## src/rtl/mul_pkg.sv

```systemverilog
// Shared types and defaults for the iterative fixed-point multiplier.
package mul_pkg;

  typedef enum logic [1:0] {
    IDLE = 2'd0,
    CALC = 2'd1,
    DONE = 2'd2
  } state_t;

  localparam int unsigned DEF_DATA_W = 16;
  localparam int unsigned DEF_FRAC_W = 13;
  localparam int unsigned DEF_STEP_W = 5;

  // Number of STEP_W-bit slices needed to cover a DATA_W-bit multiplier.
  function automatic int unsigned n_iter(input int unsigned data_w, input int unsigned step_w);
    return (data_w + step_w - 1) / step_w;
  endfunction

endpackage

```

## src/rtl/mul_partial.sv

```systemverilog
// Unsigned DATA_W x STEP_W partial product, purely combinational.
module mul_partial
  import mul_pkg::*;
#(
  parameter int unsigned DATA_W = DEF_DATA_W,
  parameter int unsigned STEP_W = DEF_STEP_W
) (
  input  logic [DATA_W-1:0]        mcand,
  input  logic [STEP_W-1:0]        mbits,
  output logic [DATA_W+STEP_W-1:0] prod_c
);

  localparam int unsigned P_W = DATA_W + STEP_W;

  assign prod_c = P_W'(mcand) * P_W'(mbits);

endmodule

```

## src/rtl/mul_fxp_iter.sv

```systemverilog
// Iterative signed fixed-point multiplier, STEP_W multiplier bits per cycle,
// rounded and saturated result. Define MUL_FXP_ROUND_EN to round half away from zero.
module mul_fxp_iter
  import mul_pkg::*;
#(
  parameter int unsigned DATA_W = DEF_DATA_W,
  parameter int unsigned FRAC_W = DEF_FRAC_W,
  parameter int unsigned STEP_W = DEF_STEP_W
) (
  input  logic              I_CLK,
  input  logic              I_RST,
  input  logic              I_VLD,
  output logic              O_RDY,
  input  logic [DATA_W-1:0] I_M1,
  input  logic [DATA_W-1:0] I_M2,
  output logic              O_VLD,
  input  logic              I_RDY,
  output logic [DATA_W-1:0] O_PRODUCT,
  output logic              O_OVF
);

  localparam int unsigned N_ITER = n_iter(DATA_W, STEP_W);
  localparam int unsigned CNT_W  = $clog2(N_ITER + 1);
  localparam int unsigned ACC_W  = 2 * DATA_W;
  localparam int unsigned SUM_W  = ACC_W + 1;
  localparam int unsigned PP_W   = DATA_W + STEP_W;

`ifdef MUL_FXP_ROUND_EN
  localparam logic [SUM_W-1:0] RND = SUM_W'(1) << (FRAC_W - 1);
`else
  localparam logic [SUM_W-1:0] RND = '0;
`endif
  localparam logic [SUM_W-1:0] NEG_LIM = SUM_W'(1) << (DATA_W - 1);
  localparam logic [SUM_W-1:0] POS_LIM = NEG_LIM - SUM_W'(1);

  state_t            state;
  state_t            state_next;
  logic [DATA_W-1:0] mcand;
  logic [DATA_W-1:0] mplr;
  logic [ACC_W-1:0]  acc;
  logic [CNT_W-1:0]  cnt;
  logic              neg;

  logic              last_c;
  logic [DATA_W-1:0] m1_mag_c;
  logic [DATA_W-1:0] m2_mag_c;
  logic [PP_W-1:0]   pp_c;
  logic [SUM_W-1:0]  mag_c;
  logic [DATA_W-1:0] res_c;
  logic              ovf_c;

  assign last_c   = (cnt == CNT_W'(N_ITER));
  assign m1_mag_c = I_M1[DATA_W-1] ? -I_M1 : I_M1;
  assign m2_mag_c = I_M2[DATA_W-1] ? -I_M2 : I_M2;

  mul_partial #(
    .DATA_W (DATA_W),
    .STEP_W (STEP_W)
  ) u_partial (
    .mcand  (mcand),
    .mbits  (mplr[STEP_W-1:0]),
    .prod_c (pp_c)
  );

  // State register
  always_ff @(posedge I_CLK or posedge I_RST) begin
    if (I_RST) state <= IDLE;
    else       state <= state_next;
  end

  // Next-state logic
  always_comb begin
    state_next = state;
    unique case (state)
      IDLE:    if (I_VLD)          state_next = CALC;
      CALC:    if (last_c)         state_next = DONE;
      DONE:    if (O_VLD && I_RDY) state_next = IDLE;
      default:                     state_next = IDLE;
    endcase
  end

  // Handshake flags follow the state being entered
  always_ff @(posedge I_CLK or posedge I_RST) begin
    if (I_RST) begin
      O_VLD <= 1'b0;
      O_RDY <= 1'b1;
    end else begin
      O_VLD <= (state_next == DONE);
      O_RDY <= (state_next == IDLE);
    end
  end

  // Round the magnitude, reapply the sign, saturate to DATA_W
  always_comb begin
    mag_c = (SUM_W'(acc) + RND) >> FRAC_W;
    res_c = '0;
    ovf_c = 1'b0;
    if (mag_c != '0) begin
      if (!neg) begin
        if (mag_c > POS_LIM) begin
          res_c = {1'b0, {(DATA_W-1){1'b1}}};
          ovf_c = 1'b1;
        end else begin
          res_c = DATA_W'(mag_c);
        end
      end else begin
        if (mag_c > NEG_LIM) begin
          res_c = {1'b1, {(DATA_W-1){1'b0}}};
          ovf_c = 1'b1;
        end else begin
          res_c = -DATA_W'(mag_c);
        end
      end
    end
  end

  // Operand capture, shift-add iterations and result register
  always_ff @(posedge I_CLK or posedge I_RST) begin
    if (I_RST) begin
      mcand     <= '0;
      mplr      <= '0;
      acc       <= '0;
      cnt       <= '0;
      neg       <= 1'b0;
      O_PRODUCT <= '0;
      O_OVF     <= 1'b0;
    end else begin
      unique case (state)
        IDLE: begin
          if (I_VLD) begin
            mcand <= m1_mag_c;
            mplr  <= m2_mag_c;
            neg   <= I_M1[DATA_W-1] ^ I_M2[DATA_W-1];
            acc   <= '0;
            cnt   <= '0;
          end
        end
        CALC: begin
          if (last_c) begin
            O_PRODUCT <= res_c;
            O_OVF     <= ovf_c;
          end else begin
            acc  <= acc + (ACC_W'(pp_c) << (STEP_W * 32'(cnt)));
            mplr <= mplr >> STEP_W;
            cnt  <= cnt + CNT_W'(1);
          end
        end
        default: ;
      endcase
    end
  end

endmodule

```

## config.mk

```make
export PLATFORM = sky130hd
export DESIGN_NAME = mul_fxp_iter
export DESIGN_NICKNAME = d
export VERILOG_FILES = /design/src/rtl/mul_pkg.sv /design/src/rtl/mul_partial.sv /design/src/rtl/mul_fxp_iter.sv
export SDC_FILE = /design/constraint.sdc
export NUM_CORES = 1
export LEC_CHECK = 0
export ABC_AREA = 0
export BUFFER_PORTS_ARGS = -buffer_cell sky130_fd_sc_hd__buf_2
export CAP_MARGIN = 15
export CORE_UTILIZATION = 35
export DETAILED_ROUTE_END_ITERATION = 8
export GPL_ROUTABILITY_DRIVEN = 0
export GPL_TIMING_DRIVEN = 0
export PLACE_DENSITY_LB_ADDON = 0.12
export REMOVE_ABC_BUFFERS = 1
export SLEW_MARGIN = 20
export SYNTH_ARGS = -nofsm -noshare
export SYNTH_HDL_FRONTEND = slang
export SYNTH_SLANG_ARGS = --single-unit
```

## constraint.sdc

```tcl
create_clock -name I_CLK -period 7.5 [get_ports I_CLK]
set_input_delay 0 -clock I_CLK [delete_from_list [all_inputs] [get_ports I_CLK]]
set_output_delay 0 -clock I_CLK [all_outputs]
set_load 0.01 [all_outputs]
```

## Word-level counts from Yosys, hierarchy flattened

Index checks and enable logic that the tools add are counted.

| storage, ports and cells | value |
|---|---|
| flip-flop bits (word level) | 89 |
| latch bits | 0 |
| memory bits (writable) | 0 |
| memory bits (read-only) | 0 |
| memories | 0 |

| cells by class | value |
|---|---|
| add/sub/neg operators | 5 |
| multiply operators | 2 |
| div/mod/pow operators | 0 |
| $lt $le $gt $ge | 2 |
| equality and inequality tests | 6 |
| shift operators | 1 |
| mux-type cells | 23 |
| bitwise operators | 1 |
| reductions and logical operators | 8 |

Operator list:

| operator | number |
|---|---|
| $mux 16 | 8 |
| $mux 32 | 2 |
| $pmux 32 s2 | 1 |
| $neg 16->16 | 3 |
| $reduce_bool 33->1 | 1 |
| $add 32x32->32 | 1 |
| $pmux 16 s2 | 1 |
| $shl 21x6->32 | 1 |
| $mul 16x5->21 | 1 |
| $gt 19x15->1 const B | 1 |
| $gt 19x16->1 const B | 1 |
| $mul 3x3->6 const A | 1 |
| $mux 2 | 3 |
| $mux 3 | 2 |
| $pmux 2 s3 | 1 |
| $pmux 3 s2 | 1 |
| $eq 2x2->1 const B | 2 |
| $logic_not 2->1 | 2 |
| $mux 1 | 4 |
| $ne 2x2->1 const B | 2 |
| $reduce_and 2->1 | 2 |
| $add 3x1->3 const B | 1 |
| $eq 3x3->1 const B | 1 |
| $reduce_and 3->1 | 1 |
| 4 further kinds | 4 |

## Longest topological paths before layout

| depth | value |
|---|---|
| word-level depth | 5 |
| mapped depth | 30 |
| gate-level depth less buffers | 29 |

## Modules after synthesis

From an unflattened synthesis, not the netlist that was laid out.

| unflattened totals | value |
|---|---|
| cell total of the unflattened synthesis | 1182 |
| area, all modules | 9604.2 um2 |

Modules (own cells, without submodules):

| module | times used | cells each | area each (um2) | sequential area each (um2) |
|---|---|---|---|---|
| mul_fxp_iter | 1 | 891 | 7170.6 | 2228.4 |
| mul_partial | 1 | 291 | 2433.6 | 0.0 |

## Worst setup path before layout

Ideal clock, no wire load.

| path | value |
|---|---|
| kind | reg2reg |
| start | register mplr[4] |
| end | register acc[31] |
| setup time | 132 ps |
| data arrival time | 6620 ps |
| required time | 7368 ps |
| setup slack | 748 ps |
| stages on the path, launching flop included | 28 |
| buffers on the path | 1 |
| clock period less this slack | 6752 ps |
| path through | dfrtp_1 -> clkbuf_1 -> and2_1 -> fa_1 -> fa_1 -> inv_1 -> fa_1 -> inv_1 -> ha_1 -> or4_4 -> o221a_4 -> or4_4 -> and4_4 -> mux2_2 -> mux2_4 -> a211oi_2 -> nor3_1 -> ha_1 -> nand2_1 -> nor4_1 -> nand3_1 -> a21oi_1 -> nor3b_1 -> nand2_1 -> a311oi_1 -> mux2i_1 -> o21ai_0 -> o211ai_1 |

| between the ends | value |
|---|---|
| cells in the longest elaborated chain, start to end | 5 |

Ends and longest elaborated chain:

| what | RTL line | RTL |
|---|---|---|
| start, declared | mul_fxp_iter.sv:39 | `logic [DATA_W-1:0] mplr;` |
| start signal, assigned | mul_fxp_iter.sv:132 | `mplr <= m2_mag_c;` |
| start signal, assigned | mul_fxp_iter.sv:144 | `mplr <= mplr >> STEP_W;` |
| $mul 16x5->21 | mul_partial.sv:15 | `assign prod_c = P_W'(mcand) * P_W'(mbits);` |
| $shl 21x6->32 | mul_fxp_iter.sv:143 | `acc <= acc + (ACC_W'(pp_c) << (STEP_W * 32'(cnt)));` |
| $add 32x32->32 | mul_fxp_iter.sv:143 |  |
| $mux 32 | mul_fxp_iter.sv:139 | `if (last_c) begin` |
| $pmux 32 s2 | mul_fxp_iter.sv:128 | `unique case (state)` |
| end signal, assigned | mul_fxp_iter.sv:143 |  |
| end, declared | mul_fxp_iter.sv:40 | `logic [ACC_W-1:0] acc;` |

Every way passes these cells. The select of a mux whose other input is x is not followed.
A chain may end at the register's enable or synchronous reset.

## Worst setup path in the final report

| path | value |
|---|---|
| start | register mplr[2] |
| end | register acc[28] |

Same word-level chain as after synthesis.

==> flow_summary.toml <==
[run_status]
status = "completed"

[yosys]
synth_flop_cell = "dfrtp_1"
synth_edf_count = 0
ys_types = 75
yosysWarnings = 0
synthArstFlopShare_pct = 100
synth_seq_area_share_pct = 22.5
ys_ff_latch = 89
syn_inst = 1242
syn_area_per_cell_um2 = 7.97
syn-cell-area_um2 = 9900

[global_route]
grt_usage_pct = 18.6
overflow = 0
grt_antenna_before_repair = 0
grt_pass1_wl_um = 43500
grt_pass1_vias = 8595
grt_start_max_net_pins = 55

[clock_tree]
clockBufferDepth = 2
cts_tree = "yes"
clock_tree.root_cell = "clkbuf_16"
cts.clk_slew.worst_paths_ns = 0.07
cts_inserted_buffers = 9
insertion_delay_ns = 0.35
clock_sinks = 89
cts_htree_levels = 3

[place]
dp_slack_ns = -0.182
portBuffers = 54
placedCellCount = 1625
place_hpwl_um = 19800

[worst_setup_path]
critPathMaxFanout = 17
critical_path_class = "register to register"
critPathArrivalTime_ns = 7.40
start_kind = "register"
worstPathRequired_ns = 7.69
end_kind = "register"

[sta]
setup_ws_ns = 0.295
whs_ns = 0.00500
slew_viol_final = 0
finalSetupTns_ns = 0
fmax_ghz = 0.139
finalHoldViolations = 0
slew_headroom_pct = 33.9
fin_crit_sh_pct = 96.1
tightest_slew_ns = 0.988
setup_viol_count_final = 0
fin_crit_ns = 7.21
skew_ns = 0.0145

[layout]
diodes = 0
synthToLayoutAreaGrowth_pct = 13.0
layout-drive-gt1-share_pct = 10.6
layout_commonest_cell = "nand2_1"
layout_common_cells = "nand2_1 (172), o21ai_0 (101), inv_1 (86)"
fillers = 2974
layout.cells.non_filler = 1669
fin_nets = 1434

[detailed_routing]
drc_errors = 0
wl_per_cell_um = 15.6
firstDrtPassIters = 5
ant_nets = 0
num_vias = 8885
viasPerCell = 5.32
drtIter0Drc = 486
routed_wl_um = 26000

[floorplan]
initial_core_util_pct = 35.6
die_area_um2 = 29000
die_y_um = 170
rows = 61
core_um2 = 27800
die_x_um = 170
io_pins = 55

[hold_path]
hold_path.class = "input port to register"

[flow_run]
maxCapViolCount = 0
==> layout make-up <==
cell class / count / area [um^2] / share of cell area (%)
inverter: 89 / 339 / 3.03
multi-input combinational: 1011 / 7270 / 65.0
clock inverter: 6 / 43.8 / 0.392
sequential: 89 / 2230 / 20.0
tap: 378 / 473 / 4.23
clock buffer: 10 / 229 / 2.05
timing repair buffer: 86 / 592 / 5.29
==> through the flow <==
step	area, um^2	utilization, %
final	11200	40.2
after global routing	11200	40.2
after CTS	11000	39.6
after detailed placement	10500	37.9
after global placement	10400	37.6
after floorplan	9700	-
==> routing by layer <==
layer / vias up / track usage, % / share of wire (%)
li1: 4486 / - / -
met5: - / 0 / 0
met1: 4221 / 24.6 / 48
met3: 33 / 2.30 / 2.7
met2: 145 / 32.2 / 47
met4: 0 / 4.54 / 1.9
==> state kept, by name, indices dropped and copies added (netlist names) <==
register,count
state,2
O_OVF,1
mplr,16
O_PRODUCT,16
O_RDY,1
cnt,3
neg,1
mcand,16
O_VLD,1
acc,32
==> cells in the mapped netlist, drive strengths merged, types with 12 or more instances <==
cell type  number  area [um^2]
nor3           20          100
o21bai         12         90.1
a31oi          20          125
ha             69          863
a21oi          67          335
fa             43          861
o21ai         106          531
nand3          28          140
o31ai          15          113
inv            87          327
nor2           80          300
mux2i          26          260
and2           65          407
xor2           57          499
nand2         174          653
xnor2          16          140
clkbuf         47          176
o21a           15          113
a21o           22          165
dfrtp          88         2200
o211ai         14          105
a22o           16          140
==> final timing paths <==
check	startpoint	endpoint	slack [ns]	cells past startpoint
max	mplr[2]	acc[28]	0.29	26
min	I_M1[13]	mcand[13]	0.005	3
max reg2reg	mplr[2]	acc[28]	0.29	26
min reg2reg	O_PRODUCT[13]	O_PRODUCT[13]	0.47	2
max in group asynchronous	I_RST	O_RDY	6.70	4
min in group asynchronous	I_RST	mplr[9]	0.19	3
==> critical path: stages (launching register included) <==
cell and delay (ns):
dfrtp_2 0.52, and2_1 0.20, fa_1 0.47, fa_1 0.54
inv_1 0.05, fa_1 0.52, inv_1 0.04, ha_1 0.35
o21a_1 0.21, o31a_1 0.19, buf_4 0.18, o221a_4 0.24
or4_4 0.51, and4_4 0.21, mux2_2 0.30, mux2_4 0.28
a211oi_2 0.22, nor3_1 0.12, ha_1 0.34, nand2_1 0.20
o21ai_0 0.11, a22o_1 0.26, a311o_1 0.31, a31o_2 0.24
a21oi_1 0.17, xor2_1 0.15, o22ai_1 0.09
==> repair_timing <==
item | 4_1_cts | 5_1_grt
gates resized for setup | 4 | 26
endpoints found under the setup margin | 5 | 13
setup buffers | 0 | 10
hold endpoints to repair | 54 | 0
hold buffers | 18 | 0
pin swaps | 0 | 3
==> kinds of logic (layout without fill, tap and decap cells) <==
kind of cell             Yosys count  in the layout  share of synthesized area (%)
flip-flops                        89             89                           22.5
XOR/XNOR                          73             73                           6.46
AND/OR/NAND/NOR                  438            438                           21.1
buffers and inverters            142            191                           5.40
adder cells (fa/ha/maj)          113            113                           17.5
AO/OA/AOI/OAI                    352            352                           23.1
multiplexers                      35             35                           3.92
Power is left out: the tool's default activity adds up to more than one toggle a clock period on the data nets, which glitch-free logic cannot reach.
